`config.mk`:
```
export PLATFORM = sky130hd
export DESIGN_NAME = vga_timing_gen
export DESIGN_NICKNAME = d
export VERILOG_FILES = /design/src/rtl/vga_pkg.sv /design/src/rtl/vga_axis_counter.sv /design/src/rtl/vga_timing_gen.sv
export SDC_FILE = /design/constraint.sdc
export NUM_CORES = 1
export LEC_CHECK = 0
export BUFFER_PORTS_ARGS = -buffer_cell sky130_fd_sc_hd__buf_4
export CORE_ASPECT_RATIO = 0.7
export CORE_MARGIN = 2
export CORE_UTILIZATION = 44
export DETAILED_ROUTE_END_ITERATION = 7
export HOLD_SLACK_MARGIN = 0.03
export PLACE_DENSITY = 0.76
export SYNTH_ARGS = -nofsm -noshare
export SYNTH_HDL_FRONTEND = slang
export SYNTH_SLANG_ARGS = --single-unit
```
`constraint.sdc`:
```
create_clock -name clk -period 3.35 [get_ports clk]
set_input_delay 0.67 -clock clk [delete_from_list [all_inputs] [get_ports clk]]
set_output_delay 0.67 -clock clk [all_outputs]
set_load 0.02 [all_outputs]
```
`src/rtl/vga_pkg.sv`:
```
// Shared VGA timing constants (640x480@60 defaults) and derived totals.
// Used by vga_timing_gen and vga_axis_counter.
package vga_pkg;

    localparam int CNT_W = 10;

    localparam int H_DISPLAY_DEF = 640;
    localparam int H_FRONT_DEF   = 16;
    localparam int H_SYNC_DEF    = 96;
    localparam int H_BACK_DEF    = 48;

    localparam int V_DISPLAY_DEF = 480;
    localparam int V_BOTTOM_DEF  = 10;
    localparam int V_SYNC_DEF    = 2;
    localparam int V_TOP_DEF     = 33;

    typedef logic [CNT_W-1:0] cnt_t;

    function automatic int axis_total(input int display, input int front,
                                      input int sync, input int back);
        return display + front + sync + back;
    endfunction

    localparam int H_TOTAL_DEF = axis_total(H_DISPLAY_DEF, H_FRONT_DEF, H_SYNC_DEF, H_BACK_DEF);
    localparam int V_TOTAL_DEF = axis_total(V_DISPLAY_DEF, V_BOTTOM_DEF, V_SYNC_DEF, V_TOP_DEF);

endpackage

```
`src/rtl/vga_axis_counter.sv`:
```
// One timing axis: wrapping position counter with carry-out, registered
// active-low sync decode and look-ahead active-region decode.
module vga_axis_counter
    import vga_pkg::*;
#(
    parameter int DISPLAY = H_DISPLAY_DEF,
    parameter int FRONT   = H_FRONT_DEF,
    parameter int SYNC    = H_SYNC_DEF,
    parameter int BACK    = H_BACK_DEF
) (
    input  logic clk,
    input  logic reset,
    input  logic step,
    output cnt_t count,
    output logic carry,
    output logic sync_n,
    output logic next_active
);

    localparam cnt_t LAST_C       = cnt_t'(axis_total(DISPLAY, FRONT, SYNC, BACK) - 1);
    localparam cnt_t SYNC_FIRST_C = cnt_t'(DISPLAY + FRONT);
    localparam cnt_t SYNC_LAST_C  = cnt_t'(DISPLAY + FRONT + SYNC - 1);
    localparam cnt_t ACT_END_C    = cnt_t'(DISPLAY);

    cnt_t count_r;
    cnt_t count_next_s;
    logic carry_s;
    logic sync_n_r;
    logic sync_n_next_s;
    logic active_next_s;

    // Next position and wrap carry for this axis
    always_comb begin
        count_next_s = count_r;
        carry_s      = 1'b0;
        if (step) begin
            if (count_r == LAST_C) begin
                count_next_s = '0;
                carry_s      = 1'b1;
            end else begin
                count_next_s = count_r + 10'd1;
            end
        end else begin
            count_next_s = count_r;
        end
    end

    // Decode from the next position so registered outputs line up with count
    always_comb begin
        sync_n_next_s = !((count_next_s >= SYNC_FIRST_C) && (count_next_s <= SYNC_LAST_C));
        active_next_s = (count_next_s < ACT_END_C);
    end

    // Position and sync registers
    always_ff @(posedge clk or posedge reset) begin
        if (reset) begin
            count_r  <= '0;
            sync_n_r <= 1'b1;
        end else begin
            count_r  <= count_next_s;
            sync_n_r <= sync_n_next_s;
        end
    end

    assign count       = count_r;
    assign carry       = carry_s;
    assign sync_n      = sync_n_r;
    assign next_active = active_next_s;

endmodule

```
`src/rtl/vga_timing_gen.sv`:
```
// VGA raster timing generator built from two vga_axis_counter instances.
// Optional frame counter enabled by macro VGA_FRAME_COUNTER_EN.
module vga_timing_gen
    import vga_pkg::*;
#(
    parameter int H_DISPLAY = H_DISPLAY_DEF,
    parameter int H_FRONT   = H_FRONT_DEF,
    parameter int H_SYNC    = H_SYNC_DEF,
    parameter int H_BACK    = H_BACK_DEF,
    parameter int V_DISPLAY = V_DISPLAY_DEF,
    parameter int V_BOTTOM  = V_BOTTOM_DEF,
    parameter int V_SYNC    = V_SYNC_DEF,
    parameter int V_TOP     = V_TOP_DEF
) (
    input  logic       clk,
    input  logic       reset,
    input  logic       pix_ce,
    output logic [9:0] hpos,
    output logic [9:0] vpos,
    output logic       hsync,
    output logic       vsync,
    output logic       display_on,
    output logic       frame_start,
    output logic [9:0] frame_count
);

    logic h_carry_s;
    logic v_carry_s;
    logic h_active_next_s;
    logic v_active_next_s;
    logic display_on_r;
    logic display_on_next_s;
    logic frame_start_r;

    vga_axis_counter #(
        .DISPLAY (H_DISPLAY),
        .FRONT   (H_FRONT),
        .SYNC    (H_SYNC),
        .BACK    (H_BACK)
    ) u_h_axis (
        .clk         (clk),
        .reset       (reset),
        .step        (pix_ce),
        .count       (hpos),
        .carry       (h_carry_s),
        .sync_n      (hsync),
        .next_active (h_active_next_s)
    );

    // Lines advance only on the pixel edge that wraps the horizontal axis
    vga_axis_counter #(
        .DISPLAY (V_DISPLAY),
        .FRONT   (V_BOTTOM),
        .SYNC    (V_SYNC),
        .BACK    (V_TOP)
    ) u_v_axis (
        .clk         (clk),
        .reset       (reset),
        .step        (h_carry_s),
        .count       (vpos),
        .carry       (v_carry_s),
        .sync_n      (vsync),
        .next_active (v_active_next_s)
    );

    // Visible-region flag for the upcoming position
    always_comb begin
        display_on_next_s = display_on_r;
        if (pix_ce) begin
            display_on_next_s = h_active_next_s & v_active_next_s;
        end else begin
            display_on_next_s = display_on_r;
        end
    end

    // frame_start is a single-clock pulse following the frame wrap edge
    always_ff @(posedge clk or posedge reset) begin
        if (reset) begin
            display_on_r  <= 1'b1;
            frame_start_r <= 1'b0;
        end else begin
            display_on_r  <= display_on_next_s;
            frame_start_r <= v_carry_s;
        end
    end

`ifdef VGA_FRAME_COUNTER_EN
    logic [9:0] frame_count_r;

    // Completed-frame counter, wraps naturally at 1024
    always_ff @(posedge clk or posedge reset) begin
        if (reset) begin
            frame_count_r <= 10'd0;
        end else if (v_carry_s) begin
            frame_count_r <= frame_count_r + 10'd1;
        end else begin
            frame_count_r <= frame_count_r;
        end
    end

    assign frame_count = frame_count_r;
`else
    assign frame_count = 10'd0;
`endif

    assign display_on  = display_on_r;
    assign frame_start = frame_start_r;

endmodule

```
==> metrics.cfg <==
[clock_network]
postCtsSetupRepairBufs = 0
cts_tree = done
cts_made_buffers = 3
cts_buffer_depth = 2
cts_hold_buf = 0
ctsResizeCount = 0
clk_pin_slew_worst_paths_ns = 0.09
insertion_delay_ns = 0.27
numClockSinks = 24
htreeDepth = 1
cts-root-buf = clkbuf_8

[pwr]
p_int_mw = 0.5586
seqPwrFrac_pct = 45.5
pwr-share-comb_pct = 23.1
p_sw_share_pct = 30.93
power.density_nw_per_um2 = 451.7
leakage_nw = 0.7704
switchingPower_mw = 0.2502
vdd_drop_max_mv = 0.3158
p_clk_share_pct = 31.3

[route]
drc_errors = 0
first_pass_iters = 4
drt_iter0_drc = 116
routed_wl_um = 3037
wire_per_inst_um = 12.71
num_vias = 1266
via_per_inst = 5.297
ant_nets = 0

[die]
num_rows = 18
die_w_um = 75.06
dieHeight_um = 53.74
initial_utilization_pct = 45.13
core-area_um2 = 3446
ios = 37
die-area_um2 = 4034

[critical_path]
r2r_end = u_v_axis.sync_n
rr_worst_depth = 7
critPathMaxFanout = 12
critPathKind = reg -> reg
endpoint_kind = flop
cp.arrival_ns = 2.58
required_ns = 3.54
worstReg2RegStart = u_h_axis.count[0]
cp-start-kind = flop
reg2reg_slack_ns = 0.96

[grt]
grt_pass1_wl_um = 5009
gr-total-overflow = 0
grt_max_degree = 25
grt_pass1_vias = 1049
track_usage_pct = 17.04
antenna_found_initial = 0

[job]
cap_violations = 0

[finish]
final_common_cell = buf_4
layout_common_cells = buf_4, dfrtp_1, nand2_1, nor2_1, conb_1
diodes = 0
area_delta_synth_final_pct = 15.12
fillers = 325
finalInstanceArea_um2 = 1790
drive_gt1_share_pct = 22.22
num-nets-final = 196

[synth]
yosysWarnings = 0
ys_seq_area_share_pct = 38.86
synthCells = 171
async_flop_share_pct = 100.0
syn_area_um2 = 1555
syn_area_per_cell_um2 = 9.095
synth_seq_cells = 24
synth_edf_count = 0
synth.distinct_cells = 48
synth-main-ff-cell = dfrtp_1

[run_status]
outcome = finished, final reports clean

[hold_path]
hold_path.class = reg -> reg
holdPathStages = 2
min_from = display_on
holdPathEnd = display_on

[sta]
fin_tns_setup_ns = 0
fmax_ghz = 0.4178
skew_ns = 0.008908
finalHoldViolations = 0
drv_slew = 0
worstMarginPinSlew_ns = 0.9053
grt_setup_unrepaired = false
max_slew_margin_pct = 39.58
setup_viol = 0
period_share_pct = 71.45
post-route-min-period_ns = 2.394

[placed_design]
gp_congestion = 0.8071
hpwl_um = 2274
numPortBuffers = 26
dpl_cell_area_um2 = 1719

[kinds of logic after synthesis]
| group | after synthesis | share of synthesized area (%) |
|---|---|---|
| AO/OA/AOI/OAI | 31 | 14.00 |
| flip-flops | 24 | 38.86 |
| AND/OR/NAND/NOR | 68 | 25.75 |
| buffers and inverters | 29 | 10.14 |
| multiplexers | 2 | 1.287 |
| other | 1 | 0.2411 |
| adder cells (fa/ha/maj) | 3 | 2.414 |
| XOR/XNOR | 13 | 7.321 |
[critical path: stages (launching register included)]
cell	delay [ns]
dfrtp_1	0.41
ha_1	0.25
nand4bb_4	0.14
nor4_4	0.38
nand2_1	0.29
or3_1	0.41
a311oi_1	0.29
o221ai_1	0.14
[how the worst max path moves through the flow]
stage                      endpoint  slack [ns]               from  cells past startpoint
floorplan           u_v_axis.sync_n        1.16  u_v_axis.count[1]                      8
global placement    u_v_axis.sync_n        1.07  u_h_axis.count[0]                      7
detailed placement  u_v_axis.sync_n        0.97  u_h_axis.count[0]                      7
CTS                 u_v_axis.sync_n        0.96  u_h_axis.count[0]                      7
global route        u_v_axis.sync_n        0.80  u_h_axis.count[0]                      7
finish              u_v_axis.sync_n        0.96  u_h_axis.count[0]                      7
[metrics by stage]
stage                     cells  utilization [%]  total power, mW  setup slack, ns  hold WS (ns)
after global placement      235            49.89           0.5598            1.065        0.4863
after global routing        239            51.96           0.8584           0.8043        0.5058
final                       239            51.96           0.8088           0.9563        0.4879
after floorplan             180                -           0.5002            1.161        0.5111
after detailed placement    235            49.89           0.5614           0.9737        0.4813
after CTS                   239            51.96           0.8189           0.9628        0.4958
[synthesized netlist by cell type, drive strengths merged, types with 2 or more instances]
master | count | area share [%]
and3 | 2 | 0.89
dfstp | 3 | 5.1
or4 | 2 | 1.2
nand4 | 9 | 3.6
o31ai | 2 | 0.97
a21oi | 3 | 0.97
nor2 | 16 | 3.9
or2 | 2 | 0.81
nand3 | 5 | 1.6
a211oi | 2 | 0.97
and2 | 2 | 0.80
inv | 8 | 1.9
o21ai | 11 | 3.5
nor3 | 2 | 0.64
xor2 | 6 | 3.4
mux2i | 2 | 1.3
ha | 3 | 2.4
and4 | 4 | 2.3
buf | 17 | 7.2
or3 | 2 | 0.80
a31oi | 3 | 1.2
xnor2 | 7 | 3.9
nand2 | 17 | 4.3
clkbuf | 4 | 0.97
dfrtp | 21 | 34
[power groups by stage]
stage / Clock, mW / Combinational (mW) / Sequential (mW)
finish: 0.253 / 0.187 / 0.368
CTS: 0.263 / 0.189 / 0.367
global placement: 0 / 0.186 / 0.374
detailed placement: 0 / 0.189 / 0.373
floorplan: 0 / 0.0990 / 0.401
global route: 0.277 / 0.207 / 0.375
[sequential cells by signal, indices dropped and copies added, names as in the netlist]
register	count
u_v_axis.count	10
u_h_axis.count	10
u_v_axis.sync_n	1
u_h_axis.sync_n	1
frame_start	1
display_on	1
[area by class of cell]
cell class / instances / area (um2) / area share (%)
Timing Repair Buffer: 26 / 195.2 / 10.90
Multi-Input combinational cell: 127 / 827.0 / 46.19
Sequential cell: 24 / 604.3 / 33.75
Clock inverter: 1 / 30.03 / 1.677
Inverter: 8 / 30.03 / 1.677
Tap cell: 50 / 62.56 / 3.494
Clock buffer: 3 / 41.29 / 2.306
[metal layers]
| metal | global-route usage (%) | vias up | wire length, um |
|---|---|---|---|
| met1 | 25.99 | 603 | 1637 |
| met4 | 7.440 | 0 | 34 |
| met5 | 0 | - | 0 |
| li1 | - | 631 | - |
| met2 | 22.08 | 30 | 1248 |
| met3 | 4.494 | 2 | 116 |
(Power assumes the default switching activity.)
